**config.mk**
```make
export PLATFORM = sky130hd
export DESIGN_NAME = feed_forward_layer_sequencer_flat
export DESIGN_NICKNAME = d
export VERILOG_FILES = /design/src/rtl/feed_forward_layer_sequencer_if.sv /design/src/rtl/feed_forward_layer_sequencer.sv /design/src/flat_wrapper.sv
export SDC_FILE = /design/constraint.sdc
export NUM_CORES = 1
export LEC_CHECK = 0
export CORE_MARGIN = 2
export CORE_UTILIZATION = 50
export CTS_CLUSTER_SIZE = 16
export DETAILED_ROUTE_END_ITERATION = 16
export PLACE_DENSITY_LB_ADDON = 0.25
export SYNTH_ARGS = -nofsm -noshare
export SYNTH_HDL_FRONTEND = slang
export SYNTH_SLANG_ARGS = --single-unit
```
**constraint.sdc**
```tcl
create_clock -name clk -period 2.3 [get_ports clk]
set_clock_uncertainty 0.1 [all_clocks]
set_input_delay 0.46 -clock clk [delete_from_list [all_inputs] [get_ports clk]]
set_output_delay 0.46 -clock clk [all_outputs]
set_load 0.02 [all_outputs]
```
**src/rtl/feed_forward_layer_sequencer_if.sv**
```systemverilog
// Handshake bundle between the layer sequencer and the layer instances it drives.
//   i_start       : begin a pass at layer 0 (sampled only while idle)
//   i_abort       : terminate the current pass
//   i_layer_done  : per-layer completion pulses (layer o_valid)
//   o_layer_start : one-hot start pulse (layer i_valid)
//   o_layer_idx   : layer currently launched/awaited
//   o_busy        : pass in progress
//   o_done        : one-cycle pulse when the last layer completes
//   o_error       : sticky watchdog timeout flag
//   o_error_layer : layer that timed out, valid while o_error is high
// The master modport is the sequencer; the slave modport is its environment.
interface feed_forward_layer_sequencer_if #(
  parameter int unsigned NUM_LAYERS = 3,
  parameter int unsigned IDX_WIDTH  = 2
);
  logic                  i_start;
  logic                  i_abort;
  logic [NUM_LAYERS-1:0] i_layer_done;
  logic [NUM_LAYERS-1:0] o_layer_start;
  logic [IDX_WIDTH-1:0]  o_layer_idx;
  logic                  o_busy;
  logic                  o_done;
  logic                  o_error;
  logic [IDX_WIDTH-1:0]  o_error_layer;

  modport master (
    input  i_start,
    input  i_abort,
    input  i_layer_done,
    output o_layer_start,
    output o_layer_idx,
    output o_busy,
    output o_done,
    output o_error,
    output o_error_layer
  );

  modport slave (
    output i_start,
    output i_abort,
    output i_layer_done,
    input  o_layer_start,
    input  o_layer_idx,
    input  o_busy,
    input  o_done,
    input  o_error,
    input  o_error_layer
  );
endinterface

```
**src/rtl/feed_forward_layer_sequencer.sv**
```systemverilog
// Launches the layers of one feed-forward net in order (layer 0 first), waiting for each
// layer's done pulse, inserting GAP_CYCLES settle cycles between layers, and guarding each
// layer with a TIMEOUT_CYCLES watchdog.
//   clk   : rising-edge clock
//   rst_n : asynchronous active-low reset
//   bus   : handshake bundle (master side), see feed_forward_layer_sequencer_if
// All outputs are registered or decoded from registered state.
module feed_forward_layer_sequencer #(
  parameter int unsigned NUM_LAYERS     = 3,
  parameter int unsigned IDX_WIDTH      = 2,
  parameter int unsigned TIMEOUT_CYCLES = 4096,
  parameter int unsigned TIMER_WIDTH    = 16,
  parameter int unsigned GAP_CYCLES     = 2
) (
  input logic                          clk,
  input logic                          rst_n,
  feed_forward_layer_sequencer_if.master bus
);

  localparam int unsigned GapW    = (GAP_CYCLES > 1) ? $clog2(GAP_CYCLES) : 1;
  localparam int unsigned GapLast = (GAP_CYCLES > 0) ? GAP_CYCLES - 1 : 0;

  localparam logic [TIMER_WIDTH-1:0] TimerLast = TIMER_WIDTH'(TIMEOUT_CYCLES - 1);
  localparam logic [GapW-1:0]        GapCntLast = GapW'(GapLast);
  localparam logic [IDX_WIDTH-1:0]   IdxLast   = IDX_WIDTH'(NUM_LAYERS - 1);

  localparam logic [2:0] StIdle   = 3'd0;
  localparam logic [2:0] StLaunch = 3'd1;
  localparam logic [2:0] StWait   = 3'd2;
  localparam logic [2:0] StGap    = 3'd3;
  localparam logic [2:0] StDone   = 3'd4;
  localparam logic [2:0] StError  = 3'd5;

  logic [2:0]             state_q, state_d;
  logic [IDX_WIDTH-1:0]   idx_q, idx_d;
  logic [TIMER_WIDTH-1:0] timer_q, timer_d;
  logic [GapW-1:0]        gap_q, gap_d;
  logic                   err_q, err_d;
  logic [IDX_WIDTH-1:0]   err_layer_q, err_layer_d;
  logic [NUM_LAYERS-1:0]  layer_start;

  always_comb begin
    state_d     = state_q;
    idx_d       = idx_q;
    timer_d     = timer_q;
    gap_d       = gap_q;
    err_d       = err_q;
    err_layer_d = err_layer_q;

    unique case (state_q)
      StIdle: begin
        if (bus.i_start) begin
          state_d     = StLaunch;
          idx_d       = '0;
          err_d       = 1'b0;
          err_layer_d = '0;
        end
      end
      StLaunch: begin
        timer_d = '0;
        state_d = StWait;
      end
      StWait: begin
        // Saturating so a missed exit can never wrap back into the allowed window.
        if (timer_q != TimerLast) begin
          timer_d = timer_q + TIMER_WIDTH'(1);
        end
        // Done is tested first so a completion on the last allowed cycle still succeeds.
        if (bus.i_layer_done[idx_q]) begin
          if (idx_q == IdxLast) begin
            state_d = StDone;
          end else if (GAP_CYCLES == 0) begin
            state_d = StLaunch;
            idx_d   = idx_q + IDX_WIDTH'(1);
          end else begin
            state_d = StGap;
            gap_d   = '0;
          end
        end else if (timer_q == TimerLast) begin
          state_d = StError;
        end
      end
      StGap: begin
        if (gap_q == GapCntLast) begin
          state_d = StLaunch;
          idx_d   = idx_q + IDX_WIDTH'(1);
        end else begin
          gap_d = gap_q + GapW'(1);
        end
      end
      StDone: begin
        state_d = StIdle;
      end
      StError: begin
        state_d     = StIdle;
        err_d       = 1'b1;
        err_layer_d = idx_q;
      end
      default: begin
        state_d = StIdle;
      end
    endcase

    // Abort beats everything, including a pending error latch and the next launch.
    if (bus.i_abort && (state_q != StIdle)) begin
      state_d     = StIdle;
      idx_d       = idx_q;
      err_d       = err_q;
      err_layer_d = err_layer_q;
    end
  end

  always_ff @(posedge clk or negedge rst_n) begin
    if (!rst_n) begin
      state_q     <= StIdle;
      idx_q       <= '0;
      timer_q     <= '0;
      gap_q       <= '0;
      err_q       <= 1'b0;
      err_layer_q <= '0;
    end else begin
      state_q     <= state_d;
      idx_q       <= idx_d;
      timer_q     <= timer_d;
      gap_q       <= gap_d;
      err_q       <= err_d;
      err_layer_q <= err_layer_d;
    end
  end

  always_comb begin
    layer_start = '0;
    if (state_q == StLaunch) begin
      layer_start[idx_q] = 1'b1;
    end
  end

  assign bus.o_layer_start = layer_start;
  assign bus.o_layer_idx   = idx_q;
  assign bus.o_busy        = (state_q != StIdle);
  assign bus.o_done        = (state_q == StDone);
  assign bus.o_error       = err_q;
  assign bus.o_error_layer = err_layer_q;

endmodule

```
**src/flat_wrapper.sv**
```systemverilog
// flat-port wrapper written by rule: the top's interface ports become plain ports
module feed_forward_layer_sequencer_flat 
#(
  parameter int unsigned NUM_LAYERS     = 3,
  parameter int unsigned IDX_WIDTH      = 2,
  parameter int unsigned TIMEOUT_CYCLES = 4096,
  parameter int unsigned TIMER_WIDTH    = 16,
  parameter int unsigned GAP_CYCLES     = 2
)
  (clk, rst_n, bus_i_start, bus_i_abort, bus_i_layer_done, bus_o_layer_start, bus_o_layer_idx, bus_o_busy, bus_o_done, bus_o_error, bus_o_error_layer);
  feed_forward_layer_sequencer_if #(.NUM_LAYERS(NUM_LAYERS), .IDX_WIDTH(IDX_WIDTH)) bus_i ();
  input logic clk;
  input logic rst_n;
  input wire logic [$bits(bus_i.i_start)-1:0] bus_i_start;
  input wire logic [$bits(bus_i.i_abort)-1:0] bus_i_abort;
  input wire logic [$bits(bus_i.i_layer_done)-1:0] bus_i_layer_done;
  output wire logic [$bits(bus_i.o_layer_start)-1:0] bus_o_layer_start;
  output wire logic [$bits(bus_i.o_layer_idx)-1:0] bus_o_layer_idx;
  output wire logic [$bits(bus_i.o_busy)-1:0] bus_o_busy;
  output wire logic [$bits(bus_i.o_done)-1:0] bus_o_done;
  output wire logic [$bits(bus_i.o_error)-1:0] bus_o_error;
  output wire logic [$bits(bus_i.o_error_layer)-1:0] bus_o_error_layer;
  assign bus_i.i_start = bus_i_start;
  assign bus_i.i_abort = bus_i_abort;
  assign bus_i.i_layer_done = bus_i_layer_done;
  assign bus_o_layer_start = bus_i.o_layer_start;
  assign bus_o_layer_idx = bus_i.o_layer_idx;
  assign bus_o_busy = bus_i.o_busy;
  assign bus_o_done = bus_i.o_done;
  assign bus_o_error = bus_i.o_error;
  assign bus_o_error_layer = bus_i.o_error_layer;
  feed_forward_layer_sequencer #(.NUM_LAYERS(NUM_LAYERS), .IDX_WIDTH(IDX_WIDTH), .TIMEOUT_CYCLES(TIMEOUT_CYCLES), .TIMER_WIDTH(TIMER_WIDTH), .GAP_CYCLES(GAP_CYCLES)) u_core (.clk(clk), .rst_n(rst_n), .bus(bus_i));
endmodule
```
# Word-level counts from Yosys, hierarchy flattened
# Index checks and enable logic that the tools add are counted.
[totals]
regBits = 25
in_bits = 7
output_inout_bits = 10
word_cells = 65
[op_classes]
n_addsub = 3
magnitude_cmp = 2
n_eq_ne = 16
n_mux = 24
bitwise_logic = 1
reduce_logical = 13
[op_table]
columns = ["cell", "count"]
rows = [
  ["$pmux W16 S2", 1],
  ["$mux W3", 7],
  ["$add A16 B1 Y16 const B", 1],
  ["$eq A16 B12 Y1 const B", 1],
  ["$mux W16", 1],
  ["$ne A16 B12 Y1 const B", 1],
  ["$pmux W3 S4", 1],
  ["$reduce_and A3 Y1", 3],
  ["$pmux W2 S2", 2],
  ["$reduce_bool A2 Y1", 4],
  ["$eq A3 B2 Y1 const B", 2],
  ["$eq A3 B3 Y1 const B", 2],
  ["$mux W1", 6],
  ["$ne A2 B1 Y1 const B", 3],
  ["$mux W2", 2],
  ["$ne A2 B2 Y1 const B", 2],
  ["$ne A4 B1 Y1 const B", 1],
  ["$pmux W1 S2", 2],
  ["$reduce_and A4 Y1", 1],
  ["$eq A3 B1 Y1 const B", 1],
  ["$logic_not A3 Y1", 1],
  ["$lt A2 B3 Y1 const B", 1],
  ["$ne A3 B1 Y1 const B", 1],
  ["$ne A3 B2 Y1 const B", 1],
  ["10 further kinds", 11],
]

# Logic depth before layout (Yosys ltp)
[depth]
ltp_word = 5
depth_mapped = 6
mapped_depth_nobuf = 5

# Worst setup path before layout
# No wires, ideal clock.
[synth_path]
path_type = "flip-flop to flip-flop"
start = "reg u_core.state_q[2]"
end = "reg u_core.timer_q[13]"
setup_ns = 0.078
arrival_ns = 2.096
required_time_ns = 2.122
slack_ns = 0.026
stages_incl_launch_ff = 7
n_path_buf = 2
period_less_slack_ns = 2.274
cell_sequence = "dfrtp_1 buf_6 or3b_1 buf_6 or4_4 or4_1 a21oi_1"
[synth_between]
elab_chain_len = 3
word_cells_on_any_way = 6
cone_classes = "eq/ne: 3; mux: 1; reduce/logical: 2"
[synth_lines]
columns = ["element", "line_no", "source"]
rows = [
  ["start, declared", "feed_forward_layer_sequencer.sv:34", "logic [2:0] state_q, state_d;"],
  ["start signal, assigned", "feed_forward_layer_sequencer.sv:115", "state_q <= StIdle;"],
  ["start signal, assigned", "feed_forward_layer_sequencer.sv:122", "state_q <= state_d;"],
  ["$eq A3 B2 Y1 / $eq A3 B1 Y1 (equally long branches)", "feed_forward_layer_sequencer.sv:50", "unique case (state_q)"],
  ["$ne A2 B1 Y1 (no line) / $reduce_bool A2 Y1 (equally long branches)", "-", ""],
  ["$reduce_and A2 Y1 (no line)", "-", ""],
  ["end signal, assigned", "feed_forward_layer_sequencer.sv:124", "timer_q <= timer_d;"],
  ["end, declared", "feed_forward_layer_sequencer.sv:36", "logic [TIMER_WIDTH-1:0] timer_q, timer_d;"],
]
# Parallel ways exist; a longest one is shown, timed or not.
# A chain may end at the register's enable or synchronous reset.

# Worst setup path in the final report
[layout_path]
start = "reg u_core.state_q[0]"
end = "reg u_core.timer_q[13]"
# The elaborated chain is that of the path after synthesis.

==> results.txt <==
- Status: completed
* Die outline area: 3470 um^2
* Count of port buffers added during placement: 16
- Data required, critical path: 2.46 ns
* Ratio of routed vias to standard cells: 6.36
* Part of the total power dissipated in sequential elements: 36.3%
* FP Rows: 19
* Number of primary I/O pins: 17
- The number of hold buffers added after CTS was 0.
- Hold Path Class: primary input to asynchronous set/reset pin
- Measured against its own limit, the worst slew margin works out to 65.6%.
* Number of setup violations in the final report: 0
* Register bit count reported by yosys: 25
- At the end of routability-driven placement, the weighted congestion stood at 0.942.
- Largest net degree at the start of global routing: 26
- For the worst-skew pair, the clock arrives at the later sink with an insertion delay of 0.31 ns.
- Once the clock tree was built, the setup fixing pass inserted 0 buffers.
- Clock tree root driver cell: sky130_fd_sc_hd__clkbuf_4
* Combinational share of power: 50.5%
- Final worst path period need: 2.22 ns
- Power spread over the standard cell area amounts to 839 nW/um^2.
* Maximum ir drop on the vdd rail: 617 uV
* Worst reg2reg path depth: 4
- Violation count after the first detailed-routing iteration: 68
- After technology mapping, the gate count stands at 161.
* Most frequent cells in the layout: sky130_fd_sc_hd__dfrtp_1, sky130_fd_sc_hd__buf_4, sky130_fd_sc_hd__nand2_1, sky130_fd_sc_hd__clkdlybuf4s50_1, sky130_fd_sc_hd__a21oi_1
* Area Growth Syn to Fin: 19.8%
- In this run the mean area of a mapped cell was 9.37 um^2.
- CTS built an H-tree with a depth of 1.
* Initial antenna violation count: 0
- Main synth FF type: sky130_fd_sc_hd__dfrtp_1
- Share of synthesized registers carrying an async set or reset: 100%
- After synthesis the cells add up to 1510 um^2.
- No sink is reached through more buffers than the 2 on the longest clock path.
- STA classifies the critical path startpoint as a flop.
- Once detailed placement completed, the half-perimeter wirelength came to 2560 um.
- The worst register-to-register path begins at u_core.state_q[0].
- At the end of the flow, the number of nets in the layout was 200.
- For this configuration, the core starts out at a cell density of 53.8%.
* Cell-internal power: 0.901 mW
- Static Leak: 0.763 nW
- Worst-path maximum fanout: 5
- Arrival time of data at the critical path endpoint: 2.38 ns
- Number of global-route vias before repair: 1394
- Tracing the worst setup path back leads to its startpoint at u_core.state_q[0].
* Routed wire length per instance: 15.6 um
- Summed over all layers, the routed wires come to 3410 um.
- Across the run, the number of max-cap violations was 0.
* Area of the core region: 2810 um^2
- For the pin with the worst max-slew slack, the measured transition is 0.512 ns.
- Count of yosys warnings during synthesis: 0
* Sequential area share after synthesis: 41.5%
* Sum of overflow across all layers after global routing: 0
- Post-placement setup slack: 0.135 ns
- For this run, the top clock speed supported by timing is 450 MHz.
- Synthesis instantiated 47 different standard cells from the library.
* Leading cell type in the layout, fill and taps excluded: sky130_fd_sc_hd__dfrtp_1
- Clock tree synthesis found a total of 25 sinks.
- Switching part of the total: 40.6%
* Layout cells sized above 1: 14.9%
- TritonCTS clock tree: built
- The analysis attributes to net switching a power of 0.616 mW.
- Least setup slack across all paths after layout: 0.0770 ns
- The pre-antenna-repair detailed-routing pass consisted of 5 iterations.
* Post-route clock period utilization: 96.7%
* Die width: 58.9 um
- Max-slew violation count: 0
* Number of synthesized flops with an enable pin: 0
- Global routing used 22.1% of the available tracks across all layers.
- The first global-routing pass estimated 6000 um of wire.
- The count of endpoints failing hold in the final timing report was 0.
* Routed Antenna Nets: 0
* Final TNS setup: 0 ns
- Synth Net Count: 172
* Setup CP Type: flop to flop
* Cts bufs inserted: 3
- DRC violation count after routing: 0
* Die Span Y: 58.9 um
* Clock transition at the register clock pins on the worst setup and hold paths after CTS: 0.14 ns
- The routed layout has 1393 vias.
- CP endpoint kind: flop
- Power share of the clock group: 13.1%
* Setup repair after global routing missed its margin: no
- 0 antenna diodes ended up in the layout.
routing by layer:
metal	routed length (um)	global-route usage (%)	up-vias
met5	0	0	-
met4	31	8.44	0
met3	103	3.08	4
met2	1720	38.4	30
met1	1560	27.8	681
li1	-	-	678
kinds of logic (layout without fill, tap and decap cells):
kind of cell / after synthesis / count (layout) / share of synthesized area [%]
AO/OA/AOI/OAI: 46 / 46 / 21.9
XOR/XNOR: 1 / 1 / 0.581
adder cells (fa/ha/maj): 4 / 4 / 3.32
buffers and inverters: 15 / 42 / 4.73
flip-flops: 25 / 25 / 41.5
multiplexers: 3 / 3 / 2.16
AND/OR/NAND/NOR: 67 / 67 / 25.9
worst paths after layout:
kind,endpoint,slack [ns]
worst min register to register,u_core.bus.o_error,0.41
worst min-delay path,u_core.timer_q[11],0.38
min in group clk,u_core.bus.o_error,0.41
worst max register to register,u_core.timer_q[13],0.08
max in group asynchronous,u_core.timer_q[5],1.48
worst max-delay path,u_core.timer_q[13],0.08
cell usage after synthesis, drive strengths merged, types with 3 or more instances:
library cell | count | area (um^2)
o31ai | 4 | 30.0
nor2 | 8 | 30.0
clkbuf | 6 | 22.5
ha | 4 | 50.1
nor3 | 4 | 20.0
dfrtp | 25 | 626
nand2 | 12 | 45.0
o21ai | 7 | 35.0
nand3 | 8 | 40.0
inv | 7 | 26.3
o211ai | 3 | 22.5
or4 | 5 | 41.3
nor4 | 3 | 25.0
or3 | 6 | 37.5
a21oi | 10 | 50.1
nand4 | 5 | 31.3
a22o | 3 | 26.3
through the flow:
stage,util (%),hold slack (ns),area (um^2),instances,power [mW]
floorplan,-,0.0644,1510,161,1.02
global placement,63.3,0.368,1780,215,1.30
detailed placement,63.3,0.384,1780,215,1.33
CTS,64.1,0.378,1800,219,1.52
global route,64.5,0.412,1810,219,1.62
finish,64.5,0.384,1810,219,1.52
power by group through the flow:
| stage | Sequential (mW) | Combinational, mW | Clock [mW] |
|---|---|---|---|
| 6_report | 0.551 | 0.766 | 0.199 |
| 5_1_grt | 0.563 | 0.829 | 0.227 |
| 4_1_cts | 0.549 | 0.763 | 0.206 |
| 3_5_place_dp | 0.558 | 0.772 | 0 |
| 3_3_place_gp | 0.552 | 0.752 | 0 |
| 2_1_floorplan | 0.567 | 0.457 | 0 |
cell type report:
cell class / instances / area (um^2)
clock buffer: 3 / 22.5
clock inverter: 1 / 5.00
fill: 246 / 997
inverter: 7 / 26.3
multi-input combinational: 121 / 818
sequential: 25 / 626
tap: 31 / 38.8
timing repair buffer: 31 / 272
what timing repair did:
item                       in CTS  in global routing
gates resized for setup         4                  5
hold endpoints to repair        0                  0
setup endpoints to repair       4                  4
worst max-delay path, cell delays in order, from the launching register on:
cell                      delay [ns]
sky130_fd_sc_hd__dfrtp_1        0.43
sky130_fd_sc_hd__or3b_1         0.42
sky130_fd_sc_hd__or4_4          0.57
sky130_fd_sc_hd__or4_1          0.51
sky130_fd_sc_hd__a21oi_2        0.15
state kept, by name (all words and copies together), names as in the netlist:
register	count
u_core.bus.o_error	1
u_core.timer_q	16
u_core.bus.o_layer_idx	2
u_core.gap_q	1
u_core.bus.o_error_layer	2
u_core.state_q	3
No activity file was read; power rests on OpenSTA's default activity.
